File: src/rtl/mandel_pkg.sv
// rtl/mandel_pkg.sv - shared frame geometry defaults, scheduler state enum, helpers
package mandel_pkg;

  // Default frame geometry and data widths for the Mandelbrot frame buffer
  localparam int H_RES_DEF    = 640;
  localparam int V_RES_DEF    = 480;
  localparam int ADDR_W_DEF   = 19;
  localparam int DATA_W_DEF   = 7;
  localparam int MAX_ITER_DEF = 127;

  // Pixel coordinate width carried on the job interface
  localparam int COORD_W = 10;

  // Number of pixels in a default frame
  localparam int FRAME_PIXELS_DEF = H_RES_DEF * V_RES_DEF;

  // Scheduler states; ST_CLEAR is only reachable when the clear pass is built in
  typedef enum logic [2:0] {
    ST_IDLE,
    ST_CLEAR,
    ST_ISSUE,
    ST_WAIT,
    ST_WRITE,
    ST_DONE
  } sched_state_t;

  // Pixel count of an arbitrary frame geometry
  function automatic int frame_pixels(input int h, input int v);
    return h * v;
  endfunction

endpackage

File: src/rtl/raster_counter.sv
// rtl/raster_counter.sv - raster-order x/y/address walker with clear, advance and last-pixel flag
module raster_counter
  import mandel_pkg::*;
#(
  parameter int H_RES  = H_RES_DEF,
  parameter int V_RES  = V_RES_DEF,
  parameter int ADDR_W = ADDR_W_DEF
) (
  input  logic               clk,
  input  logic               rst,
  input  logic               clear,
  input  logic               advance,
  output logic [COORD_W-1:0] x,
  output logic [COORD_W-1:0] y,
  output logic [ADDR_W-1:0]  addr,
  output logic               last_pixel
);

  localparam logic [COORD_W-1:0] X_LAST = COORD_W'(H_RES - 1);
  localparam logic [COORD_W-1:0] Y_LAST = COORD_W'(V_RES - 1);

  logic line_end;

  assign line_end   = (x == X_LAST);
  assign last_pixel = line_end && (y == Y_LAST);

  // Step through the frame; addr tracks y*H_RES+x by incrementing alongside x
  always_ff @(posedge clk or posedge rst) begin
    if (rst) begin
      x    <= '0;
      y    <= '0;
      addr <= '0;
    end else if (clear) begin
      x    <= '0;
      y    <= '0;
      addr <= '0;
    end else if (advance) begin
      if (last_pixel) begin
        x    <= '0;
        y    <= '0;
        addr <= '0;
      end else if (line_end) begin
        x    <= '0;
        y    <= y + 1'b1;
        addr <= addr + 1'b1;
      end else begin
        x    <= x + 1'b1;
        addr <= addr + 1'b1;
      end
    end
  end

endmodule

File: src/rtl/frame_write_scheduler.sv
// rtl/frame_write_scheduler.sv - start/busy/done frame pass issuing pixel jobs and writing counts to BRAM port A (optional FRAME_CLEAR_PASS_EN)
module frame_write_scheduler
  import mandel_pkg::*;
#(
  parameter int H_RES    = H_RES_DEF,
  parameter int V_RES    = V_RES_DEF,
  parameter int ADDR_W   = ADDR_W_DEF,
  parameter int DATA_W   = DATA_W_DEF,
  parameter int MAX_ITER = MAX_ITER_DEF
) (
  input  logic               CLK_100MHz,
  input  logic               reset,
  input  logic               start,
  output logic               busy,
  output logic               done,
  output logic               job_valid,
  input  logic               job_ready,
  output logic [COORD_W-1:0] job_x,
  output logic [COORD_W-1:0] job_y,
  input  logic               res_valid,
  input  logic [DATA_W-1:0]  res_iter,
  output logic               bram_we,
  output logic [ADDR_W-1:0]  bram_addr,
  output logic [DATA_W-1:0]  bram_din,
  output logic [7:0]         frame_count
);

  localparam logic [DATA_W-1:0] MAX_V = DATA_W'(MAX_ITER);

  sched_state_t        state;
  logic                cnt_clear;
  logic                cnt_advance;
  logic                last_pixel;
  logic [COORD_W-1:0]  pix_x;
  logic [COORD_W-1:0]  pix_y;
  logic [ADDR_W-1:0]   pix_addr;
  logic [DATA_W-1:0]   res_sat;

  raster_counter #(
    .H_RES  (H_RES),
    .V_RES  (V_RES),
    .ADDR_W (ADDR_W)
  ) u_raster (
    .clk        (CLK_100MHz),
    .rst        (reset),
    .clear      (cnt_clear),
    .advance    (cnt_advance),
    .x          (pix_x),
    .y          (pix_y),
    .addr       (pix_addr),
    .last_pixel (last_pixel)
  );

  // Counter registers are already flops, so the job coordinates and write
  // address come straight from them; they only move on advance/clear.
  assign job_x     = pix_x;
  assign job_y     = pix_y;
  assign bram_addr = pix_addr;

  assign res_sat = (res_iter > MAX_V) ? MAX_V : res_iter;

  // Counter control: restart at pass start, step once per written pixel
  always_comb begin
    cnt_clear   = 1'b0;
    cnt_advance = 1'b0;
    case (state)
      ST_IDLE:  cnt_clear = start;
`ifdef FRAME_CLEAR_PASS_EN
      ST_CLEAR: begin
        if (last_pixel) cnt_clear   = 1'b1;
        else            cnt_advance = 1'b1;
      end
`endif
      ST_WRITE: cnt_advance = 1'b1;
      default:  ;
    endcase
  end

  // Pass sequencer with registered handshake, write and status outputs
  always_ff @(posedge CLK_100MHz or posedge reset) begin
    if (reset) begin
      state       <= ST_IDLE;
      busy        <= 1'b0;
      done        <= 1'b0;
      job_valid   <= 1'b0;
      bram_we     <= 1'b0;
      bram_din    <= '0;
      frame_count <= '0;
    end else begin
      case (state)
        ST_IDLE: begin
          done <= 1'b0;
          if (start) begin
            busy <= 1'b1;
`ifdef FRAME_CLEAR_PASS_EN
            state    <= ST_CLEAR;
            bram_we  <= 1'b1;
            bram_din <= '0;
`else
            state     <= ST_ISSUE;
            job_valid <= 1'b1;
`endif
          end
        end
`ifdef FRAME_CLEAR_PASS_EN
        ST_CLEAR: begin
          if (last_pixel) begin
            state     <= ST_ISSUE;
            bram_we   <= 1'b0;
            job_valid <= 1'b1;
          end
        end
`endif
        ST_ISSUE: begin
          if (job_valid && job_ready) begin
            job_valid <= 1'b0;
            state     <= ST_WAIT;
          end
        end
        ST_WAIT: begin
          if (res_valid) begin
            bram_we  <= 1'b1;
            bram_din <= res_sat;
            state    <= ST_WRITE;
          end
        end
        ST_WRITE: begin
          bram_we <= 1'b0;
          if (last_pixel) begin
            state       <= ST_DONE;
            busy        <= 1'b0;
            done        <= 1'b1;
            frame_count <= frame_count + 1'b1;
          end else begin
            state     <= ST_ISSUE;
            job_valid <= 1'b1;
          end
        end
        ST_DONE: begin
          done  <= 1'b0;
          state <= ST_IDLE;
        end
        default: begin
          state     <= ST_IDLE;
          busy      <= 1'b0;
          done      <= 1'b0;
          job_valid <= 1'b0;
          bram_we   <= 1'b0;
        end
      endcase
    end
  end

endmodule

File: config.mk
export PLATFORM = sky130hd
export DESIGN_NAME = frame_write_scheduler
export DESIGN_NICKNAME = d
export VERILOG_FILES = /design/src/rtl/mandel_pkg.sv /design/src/rtl/raster_counter.sv /design/src/rtl/frame_write_scheduler.sv
export SDC_FILE = /design/constraint.sdc
export NUM_CORES = 1
export LEC_CHECK = 0
export ABC_AREA = 1
export BUFFER_PORTS_ARGS = -buffer_cell sky130_fd_sc_hd__buf_2
export CAP_MARGIN = 20
export CORE_MARGIN = 2
export CORE_UTILIZATION = 45
export DETAILED_ROUTE_END_ITERATION = 6
export PLACE_DENSITY = 0.81
export RECOVER_POWER = 50
export SYNTH_ARGS = -nofsm -noshare
export SYNTH_HDL_FRONTEND = slang
export SYNTH_SLANG_ARGS = --single-unit
File: constraint.sdc
create_clock -name CLK_100MHz -period 1.7 [get_ports CLK_100MHz]
set_input_delay 0.085 -clock CLK_100MHz [delete_from_list [all_inputs] [get_ports CLK_100MHz]]
set_output_delay 0.085 -clock CLK_100MHz [all_outputs]
set_load 0.03 [all_outputs]
==> results of run 1 <==
==> worst register-to-register path: cells and delay by family, from the launching register on <==
family / cells / cell delay (ps)
compound gates: 1 / 150
fa+ha+maj: 1 / 150
buf+inv: 1 / 150
flops: 1 / 410
simple gates: 6 / 660
==> cells in the mapped netlist, drive strengths merged <==
cell type  instances  area, um2
xor2              15        131
nand4              6       37.5
mux2               7       78.8
o21bai             5       37.5
ha                 4       50.1
nand3b             4       42.5
o21ai             20        100
nor3b              1       7.51
nor3               6       35.0
xnor2              5       43.8
nand3             42        223
buf                5       33.8
dfrtp             61       1530
or2                3       18.8
inv               52        195
nor2              53        260
o22ai              8       56.3
nand2            156        596
a21oi              2       10.0
==> logic make-up (layout without fill, tap and decap cells) <==
logic type,Yosys count,in the layout
muxes,7,7
AOI/OAI and AO/OA,35,35
buffers and inverters,57,170
DFF,61,61
adders and majority gates,4,4
xor gates and xnor gates,20,20
and+or+nand+nor,271,271
==> flip-flops by register name, indices dropped and copies added, names as in the netlist <==
register	flops
state	3
job_valid	1
bram_we	1
busy	1
u_raster.y	10
u_raster.addr	19
done	1
u_raster.x	10
frame_count	8
bram_din	7
==> per-layer routing <==
| metal | routed length [um] | up-vias | global-route usage |
|---|---|---|---|
| li1 | - | 1669 | - |
| met1 | 3830 | 1609 | 0.266 |
| met2 | 4340 | 83 | 0.362 |
| met3 | 385 | 14 | 0.0337 |
| met4 | 141 | 0 | 0.0908 |
| met5 | 0 | - | 0 |
==> layout make-up <==
type,instances,area (um2)
clock inverter,3,42.5
fill,666,3130
sequential,61,1530
multi-input combinational,337,1790
inverter,52,195
timing repair buffer,102,628
clock buffer,13,169
tap,102,128
==> power by group through the flow <==
| stage | Combinational, uW | Sequential [uW] | Clock [uW] |
|---|---|---|---|
| after floorplan | 712 | 2160 | 0 |
| after global placement | 1470 | 1820 | 0 |
| after detailed placement | 1500 | 1840 | 0 |
| after CTS | 1530 | 1810 | 1400 |
| after global routing | 1640 | 1850 | 1460 |
| final | 1510 | 1830 | 1390 |
==> worst min-delay path by stage <==
stage,slack [ps],to,cells past startpoint,from
floorplan,240,bram_din[0],1,res_iter[0]
CTS,40,state[0],3,res_valid
detailed placement,100,u_raster.addr[11],2,reset
finish,50,state[0],3,res_valid
global route,60,state[0],3,res_valid
global placement,90,u_raster.addr[12],2,reset
==> stage by stage <==
step / utilization / setup slack, ps / TNS (ps) / std cells
after global placement: 0.537 / 94.1 / 0 / 639
after floorplan: - / -32.2 / -129 / 455
after CTS: 0.576 / 10.2 / 0 / 663
after detailed placement: 0.537 / 13.8 / 0 / 639
after global routing: 0.589 / -63.1 / -222 / 670
final: 0.589 / 65.7 / 0 / 670
==> repair_timing <==
| item | 4_1_cts | 5_1_grt |
|---|---|---|
| hold endpoints to repair | 24 | 0 |
| resized for setup | 0 | 16 |
| setup buffers | 0 | 7 |
| endpoints found under the setup margin | 0 | 47 |
| hold buffers | 8 | 0 |
==> summary.txt, run 1 <==
Critical path
  – Reg-to-Reg End: frame_count[2]
  – Slowest stage delay, CP: between 400 and 500 ps
  – Critical-path cell list: ha_4, nand2_2, nor2_4, nand3_4, buf_12, nor2_8, nand2_4, o21ai_1, nand2_1
  – CP Buf/Inv Count: 1
  – Worst Setup EP: frame_count[2]
  – Reg-to-reg startpoint: u_raster.x[0]
  – CP Depth: 9
  – Critical Path Slowest Stage Cell: dfrtp_2
  – Reg2reg path depth: 9
  – CP Class: register to register
  – CP delay by family, top: simple AND/OR/NAND/NOR gates
  – Arr. time, crit path: between 1500 and 2000 ps
  – Worst reg-to-reg setup slack: about 66 ps
  – Crit. End Element: register
  – Max FO, Critical Path: 11
  – WP data required: between 1500 and 2000 ps
  – Critical path startpoint category: register
  – CP Launch Point: u_raster.x[0]

Global route
  – Number of global-route vias before repair: 3,212
  – Largest net degree at the start of global routing: 45
  – Antenna violations before repair: 0
  – First-pass GRT wire length: approximately 14 mm
  – Overflow after GRT: 0
  – Total Routing Usage GR: 0.212

Final layout
  – Fin nets: ~580
  – Area Growth Syn to Fin: 28.7%
  – N_diodes: 0
  – Share of post-route cells with drive strength above 1: 0.236
  – Commonest non-fill, non-tap cell in the layout: nand2_1
  – Finished Cell Area: 4480 um2
  – Commonest cells after routing, fill and taps aside: nand2_1 (150), dfrtp_1 (57), buf_2 (48)

Floorplan
  – Top Ports: 70
  – FP Rows: 32
  – Initial Utilization: 0.458
  – Die Span Y: 92.0 um
  – Core Box Area: 7610 um2
  – Die X: between 90 and 100 um
  – Die area: 8460 um2

Pwr
  – Sw Share: 0.378
  – Pleak: 0.00228 uW
  – Clock share of power: 0.293
  – Total power: 4730 uW
  – VDD IR max: 0.444 mV
  – Cell Int Power: 2940 uW
  – Pwr/cell area: 1050 nW/um2
  – Comb pwr share: 0.320
  – Switching power: 1780 uW
  – Sequential power share: 0.387

Placement
  – GPL Wtd Cong: 0.925
  – Post-DP HPWL: 6.26 mm
  – Port Buffers: 69
  – Placed cell area: 4090 um2

Synth
  – Mean post-synth cell area: 7.66 um2
  – Post-synthesis cell type count: 32
  – Synth warn: 0
  – Largest family of logic cells by synthesized area: simple AND/OR/NAND/NOR gates
  – Post-Syn Nets: 471
  – Compound-cell area share of the yosys netlist: 0.0585
  – Yosys reg bits: 61
  – Sequential fraction of the synthesis area: 0.438
  – Mapped Area: 3480 um2
  – Mapped Cells: between 400 and 500
  – Xor and xnor fraction of the mapped netlist area: 0.0503
  – Synth Area in Adders: 0.0144
  – Simple logic cell fraction of the synthesized area: 0.350
  – Post-synthesis mux area share: 0.0226

Drt
  – First-pass iteration count of the detailed router: 4
  – Initial drt markers: 194
  – Routed WL: 8.70 mm
  – Via density: roughly 5.0
  – Post-DRT Antenna Nets: 0
  – Drt wl/cell: 13.0 um
  – # DRC: 0
  – Vias: 3,375

STA
  – Final setup vio count: 0
  – Fmax: slightly above 600 MHz
  – Period utilisation layout: 0.961
  – Fin. max-slew vios: 0
  – Worst-margin pin slew: 728 ps
  – Max Clock Skew: roughly 7.3 ps
  – Final hold vios: 0
  – Worst rel slew slack: 0.514
  – RSZ-0062 raised after global routing: yes
  – Hold slack: between 50 and 60 ps
  – Period minus WS final: 1630 ps

Run
  – Max-Cap Viols: 0

Clock tree
  – H-tree levels: 3
  – CTS root buf: clkbuf_8
  – Clock Path Buffers: 2
  – Clock Sinks: 61
  – Worst skew pair latency: 350 ps
  – CTS tree: yes
  – Total clock buffers created by CTS: 9
  – Clock transition at path regs: 70 ps

Min path
  – Worst Hold Class: input pin to register

Run status
  – Outcome: finished clean
(Power assumes the default switching activity.)
==> inputs of run 2 (changes only) <==
--- a/config.mk
+++ b/config.mk
@@ -11,7 +11,7 @@
 export CORE_MARGIN = 2
 export CORE_UTILIZATION = 45
 export DETAILED_ROUTE_END_ITERATION = 6
-export PLACE_DENSITY = 0.81
+export PLACE_DENSITY = 0.78
 export RECOVER_POWER = 50
 export SYNTH_ARGS = -nofsm -noshare
 export SYNTH_HDL_FRONTEND = slang
==> summary.txt, run 2 (synthesis gave the netlist of run 1 again) <==
Final layout
  – Commonest non-fill, non-tap cell in the layout: nand2_1
  – Finished Cell Area: about 4500 um2
  – Commonest cells after routing, fill and taps aside: nand2_1 (151), dfrtp_1 (57), inv_1 (45)
  – Area Growth Syn to Fin: 27.9%
  – Max reg flops: 19
  – Register area: 1530 um2
  – Area of the multi-input gates: 1790 um2
  – Share of post-route cells with drive strength above 1: 0.221
  – N_diodes: 0
  – Filler Cell Count: 715
  – Reg with most FFs: u_raster.addr
  – Non-Filler Instances: around 660
  – Fin nets: 573
  – Top flop regs: u_raster.addr (19), u_raster.x (10), u_raster.y (10)

Clock tree
  – H-tree levels: 3
  – Clock transition at path regs: 70 ps
  – Clock Sinks: 61
  – Total clock buffers created by CTS: 9
  – CTS tree: yes
  – Worst skew pair latency: 340 ps
  – Clock Path Buffers: 2
  – CTS root buf: clkbuf_8

Placement
  – Post-DP HPWL: roughly 6.0 mm
  – Dpl cells: 636
  – Placed cell area: between 4000 and 5000 um2
  – Port Buffers: 69
  – Setup WS pre-CTS: 10.3 ps
  – GPL Wtd Cong: 0.902

Critical path
  – WP data required: 1930 ps
  – Reg-to-Reg End: frame_count[5]
  – Crit. End Element: register
  – Worst reg-to-reg setup slack: 90 ps
  – Arr. time, crit path: 1850 ps
  – Reg2reg path depth: 10
  – Reg-to-reg startpoint: u_raster.x[1]
  – CP Class: register to register
  – Critical path startpoint category: register
  – Max FO, Critical Path: 5

Floorplan
  – Die X: a little over 90 um
  – Initial Utilization: 0.458
  – Die area: 8460 um2
  – FP Rows: 32
  – Core Box Area: 7610 um2
  – Top Ports: 70
  – Die Span Y: around 92 um

STA
  – Final setup vio count: 0
  – Fin. max-slew vios: 0
  – Final hold vios: 0
  – Fmax: just over 600 MHz
  – Worst rel slew slack: 0.510
  – Period utilisation layout: 0.948
  – Period minus WS final: 1610 ps
  – Max Clock Skew: 6.88 ps
  – Final worst slack: 88.2 ps
  – Worst-margin pin slew: 734 ps
  – Setup TNS: 0 ps

Drt
  – # DRC: 0
  – First-pass iteration count of the detailed router: 4
  – Drt wl/cell: 13.0 um
  – Routed WL: roughly 8.7 mm
  – Initial drt markers: between 150 and 200
  – Via density: 5.05
  – Vias: 3,354
  – Post-DRT Antenna Nets: 0

Global route
  – First-pass GRT wire length: 14.4 mm
  – Number of global-route vias before repair: approximately 3,200
  – Largest net degree at the start of global routing: 45
  – Total Routing Usage GR: 0.211
  – Overflow after GRT: 0
  – Antenna violations before repair: 0

Run
  – Max-Cap Viols: 0

Pwr
  – VDD IR max: 0.745 mV
  – Pwr/cell area: 1130 nW/um2
  – Pleak: 0.00225 uW

Min path
  – Worst Hold Class: input pin to register
  – Min-delay src: res_valid
  – WHS Endpoint: state[0]
  – Worst hold path cell count: 3

Run status
  – Outcome: finished clean
==> run 2: changes by cell type in the layout (fill, tap and decap cells not counted), moves of 2 or more <==
| cell | delta |
|---|---|
| bufinv_16 | +2 |
| nor2_2 | +3 |
| buf_2 | -4 |
| buf_4 | -5 |
| clkbuf_1 | +4 |
| nor2_1 | -2 |
==> run 2: report_power, final <==
part	leakage [uW]	switching (uW)	internal [uW]
Sequential	0.000822	161	1660
Clock	0.000130	610	1100
Combinational	0.00129	1010	480
==> run 2: timing repair <==
item                       4_1_cts  5_1_grt
setup endpoints to repair        0       41
gates resized for setup          0       14
hold buffers                     8        0
buffers inserted                 0        3
hold endpoints to repair        24        0
==> run 2: layout make-up <==
type | instances | share of cell area
Sequential cell | 61 | 0.344
Timing Repair Buffer | 95 | 0.124
Multi-Input combinational cell | 338 | 0.401
Clock inverter | 3 | 0.0202
Inverter | 52 | 0.0438
Clock buffer | 13 | 0.0379
Tap cell | 102 | 0.0287
==> run 2: per-layer routing <==
metal / global-route usage / vias to the layer above / wire [um]
met2: 0.344 / 89 / 4270
li1: - / 1649 / -
met1: 0.277 / 1607 / 3840
met3: 0.0460 / 9 / 452
met5: 0 / - / 0
met4: 0.0734 / 0 / 96
==> run 2: critical path, stage by stage, from the launching register on <==
cell	delay (ps)
dfrtp_2	390
ha_2	200
nand2_2	90
nor2_4	130
nand3_4	130
inv_1	130
nand2_4	90
nor2_4	170
nand2_1	70
nand2_1	60
nand2_1	40
==> run 2: how the worst max path moves through the flow <==
stage                     end  slack, ps     startpoint  cells past startpoint
3_5_place_dp   frame_count[5]         10  u_raster.y[1]                     10
3_3_place_gp   frame_count[2]         90  u_raster.x[0]                      8
4_1_cts        frame_count[5]          3  u_raster.y[1]                     10
5_1_grt         u_raster.y[6]        -30       state[0]                      7
2_1_floorplan   u_raster.x[0]        -30          reset                      1
6_report       frame_count[5]         90  u_raster.x[1]                     10
==> run 2: through the flow <==
step	hold slack [ps]	util	power [uW]
global route	72.6	0.586	5290
CTS	50.2	0.579	5050
detailed placement	96.9	0.534	3330
global placement	102	0.534	3290
finish	65.2	0.586	5020
floorplan	236	-	2870
==> inputs of run 3 (changes only) <==
--- a/config.mk
+++ b/config.mk
@@ -9,9 +9,9 @@
 export BUFFER_PORTS_ARGS = -buffer_cell sky130_fd_sc_hd__buf_2
 export CAP_MARGIN = 20
 export CORE_MARGIN = 2
-export CORE_UTILIZATION = 45
+export CORE_UTILIZATION = 50
 export DETAILED_ROUTE_END_ITERATION = 6
-export PLACE_DENSITY = 0.78
+export PLACE_DENSITY = 0.85
 export RECOVER_POWER = 50
 export SYNTH_ARGS = -nofsm -noshare
 export SYNTH_HDL_FRONTEND = slang
==> summary.txt, run 3 (synthesis gave the netlist of run 1 again) <==
Final layout
  – Commonest non-fill, non-tap cell in the layout: nand2_1
  – Commonest cells after routing, fill and taps aside: nand2_1 (149), dfrtp_1 (57), buf_2 (53)
  – Fin nets: approximately 570
  – Reg with most FFs: u_raster.addr
  – Share of post-route cells with drive strength above 1: 0.242
  – Top flop regs: u_raster.addr (19), u_raster.x (10), u_raster.y (10)
  – Filler Cell Count: approximately 540
  – Area Growth Syn to Fin: 27.8%
  – N_diodes: 0
  – Layout Utilization: 0.659
  – Max reg flops: 19

Floorplan
  – Top Ports: 70
  – Initial Utilization: 0.516
  – FP Rows: 30
  – Die area: 7650 um2
  – Die X: between 80 and 90 um
  – Die Span Y: between 80 and 90 um
  – Core Box Area: slightly below 7000 um2

Critical path
  – Critical-path cell list: ha_4, nand2_2, nor2_4, nand2_2, nor2_2, nand2_4, nor2_4, nand2_1, nand2_1, nand2_1
  – WP data required: 1940 ps
  – CP Launch Point: u_raster.y[1]
  – Critical Path Slowest Stage Cell: dfrtp_2
  – Crit. End Element: register
  – Max FO, Critical Path: 5
  – CP Buf/Inv Count: 0
  – Slowest stage delay, CP: 410 ps
  – CP Class: register to register
  – Critical path startpoint category: register
  – CP delay by family, top: simple AND/OR/NAND/NOR gates
  – Arr. time, crit path: slightly below 2000 ps
  – Reg-to-reg startpoint: u_raster.y[1]
  – Most frequent CP cell: nand2_1

Drt
  – Vias: 3,450
  – # DRC: 0
  – Post-DRT Antenna Nets: 0
  – Drt wl/cell: roughly 15 um
  – Routed WL: 9.36 mm
  – First-pass iteration count of the detailed router: 5
  – Via density: roughly 5.4
  – Initial drt markers: 210

Clock tree
  – Clock transition at path regs: 70 ps
  – Worst skew pair latency: 350 ps
  – Clock Path Buffers: 2
  – CTS root buf: clkbuf_8
  – CTS tree: yes
  – Clock Sinks: 61
  – H-tree levels: 3
  – Total clock buffers created by CTS: 9

Min path
  – Min-delay src: res_valid
  – Worst Hold Class: input pin to register

STA
  – Fmax: 591 MHz
  – Worst rel slew slack: 0.447
  – Final worst slack: 6.71 ps
  – Final hold vios: 0
  – Period minus WS final: 1690 ps
  – Worst-margin pin slew: 829 ps
  – Final setup vio count: 0
  – Fin. max-slew vios: 0
  – RSZ-0062 raised after global routing: yes
  – Max Clock Skew: 8.68 ps
  – Period utilisation layout: 0.996

Global route
  – First-pass GRT wire length: around 15 mm
  – Largest net degree at the start of global routing: just over 60
  – Total Routing Usage GR: 0.249
  – Antenna violations before repair: 0
  – Overflow after GRT: 0
  – Number of global-route vias before repair: 3,187

Placement
  – Port Buffers: 69
  – Post-DP HPWL: 6.10 mm
  – Setup WS pre-CTS: 18.6 ps
  – GPL Wtd Cong: 0.910

Run status
  – Outcome: finished clean

Pwr
  – Pwr/cell area: 1140 nW/um2
  – Pleak: 0.00231 uW
  – VDD IR max: 0.472 mV

Run
  – Max-Cap Viols: 0
[run 3: cell count changes in the layout (fill, tap and decap cells not counted), sizes merged]
cell / previous run / this run
buf: 62 / 71
clkbuf: 38 / 29
clkinv: 0 / 1
[run 3: path summary, 6_finish.rpt]
check	endpoint	slack (ps)	cells past startpoint
max in group asynchronous	u_raster.x[0]	570	4
setup reg to reg	frame_count[5]	7	10
setup / recovery	frame_count[5]	7	10
min in group asynchronous	u_raster.addr[14]	560	4
hold / removal	state[0]	60	3
hold reg to reg	bram_din[0]	510	1
[run 3: cell type report]
| cell class | instances | area [um2] | area share |
|---|---|---|---|
| repair buffers | 96 | 561 | 0.126 |
| multi-input cells | 338 | 1810 | 0.408 |
| clock inverters | 4 | 95.1 | 0.0214 |
| well taps | 80 | 100 | 0.0225 |
| inverters | 52 | 195 | 0.0438 |
| clock buffers | 12 | 155 | 0.0349 |
| flip-flops and latches | 61 | 1530 | 0.344 |
[run 3: per-stage QoR]
step	hold WS (ps)	instances	instance area, um2	total power, uW	TNS [ps]
after global routing	73.5	643	4450	5300	-1200
final	57.3	643	4450	5050	0
after CTS	42.2	637	4360	5050	0
after detailed placement	175	613	4030	3370	0
after global placement	169	613	4030	3310	0
after floorplan	236	455	3490	2870	-129
[run 3: layer usage]
layer	GRT usage	vias to the layer above	part of all wire
li1	-	1653	-
met1	0.318	1640	0.42
met2	0.402	133	0.50
met3	0.0559	24	0.057
met4	0.110	0	0.026
met5	0	-	0
[run 3: timing repair]
action,in CTS,in global routing
setup buffers,0,5
setup endpoints to repair,0,45
hold buffers,8,0
endpoints found under the hold margin,68,0
resized for setup,0,20
[run 3: report_power, final]
group	internal, uW	switching [uW]	leakage [uW]
logic	505	1070	0.00136
clock network	1050	598	0.000127
registers	1660	166	0.000822
total	3210	1840	0.00231
[run 3: worst register-to-register path: stages (launching register included)]
cell,delay [ps]
dfrtp_2,410
ha_4,160
nand2_2,70
nor2_4,220
nand2_2,110
nor2_2,170
nand2_4,100
nor2_4,170
nand2_1,70
nand2_1,60
nand2_1,50
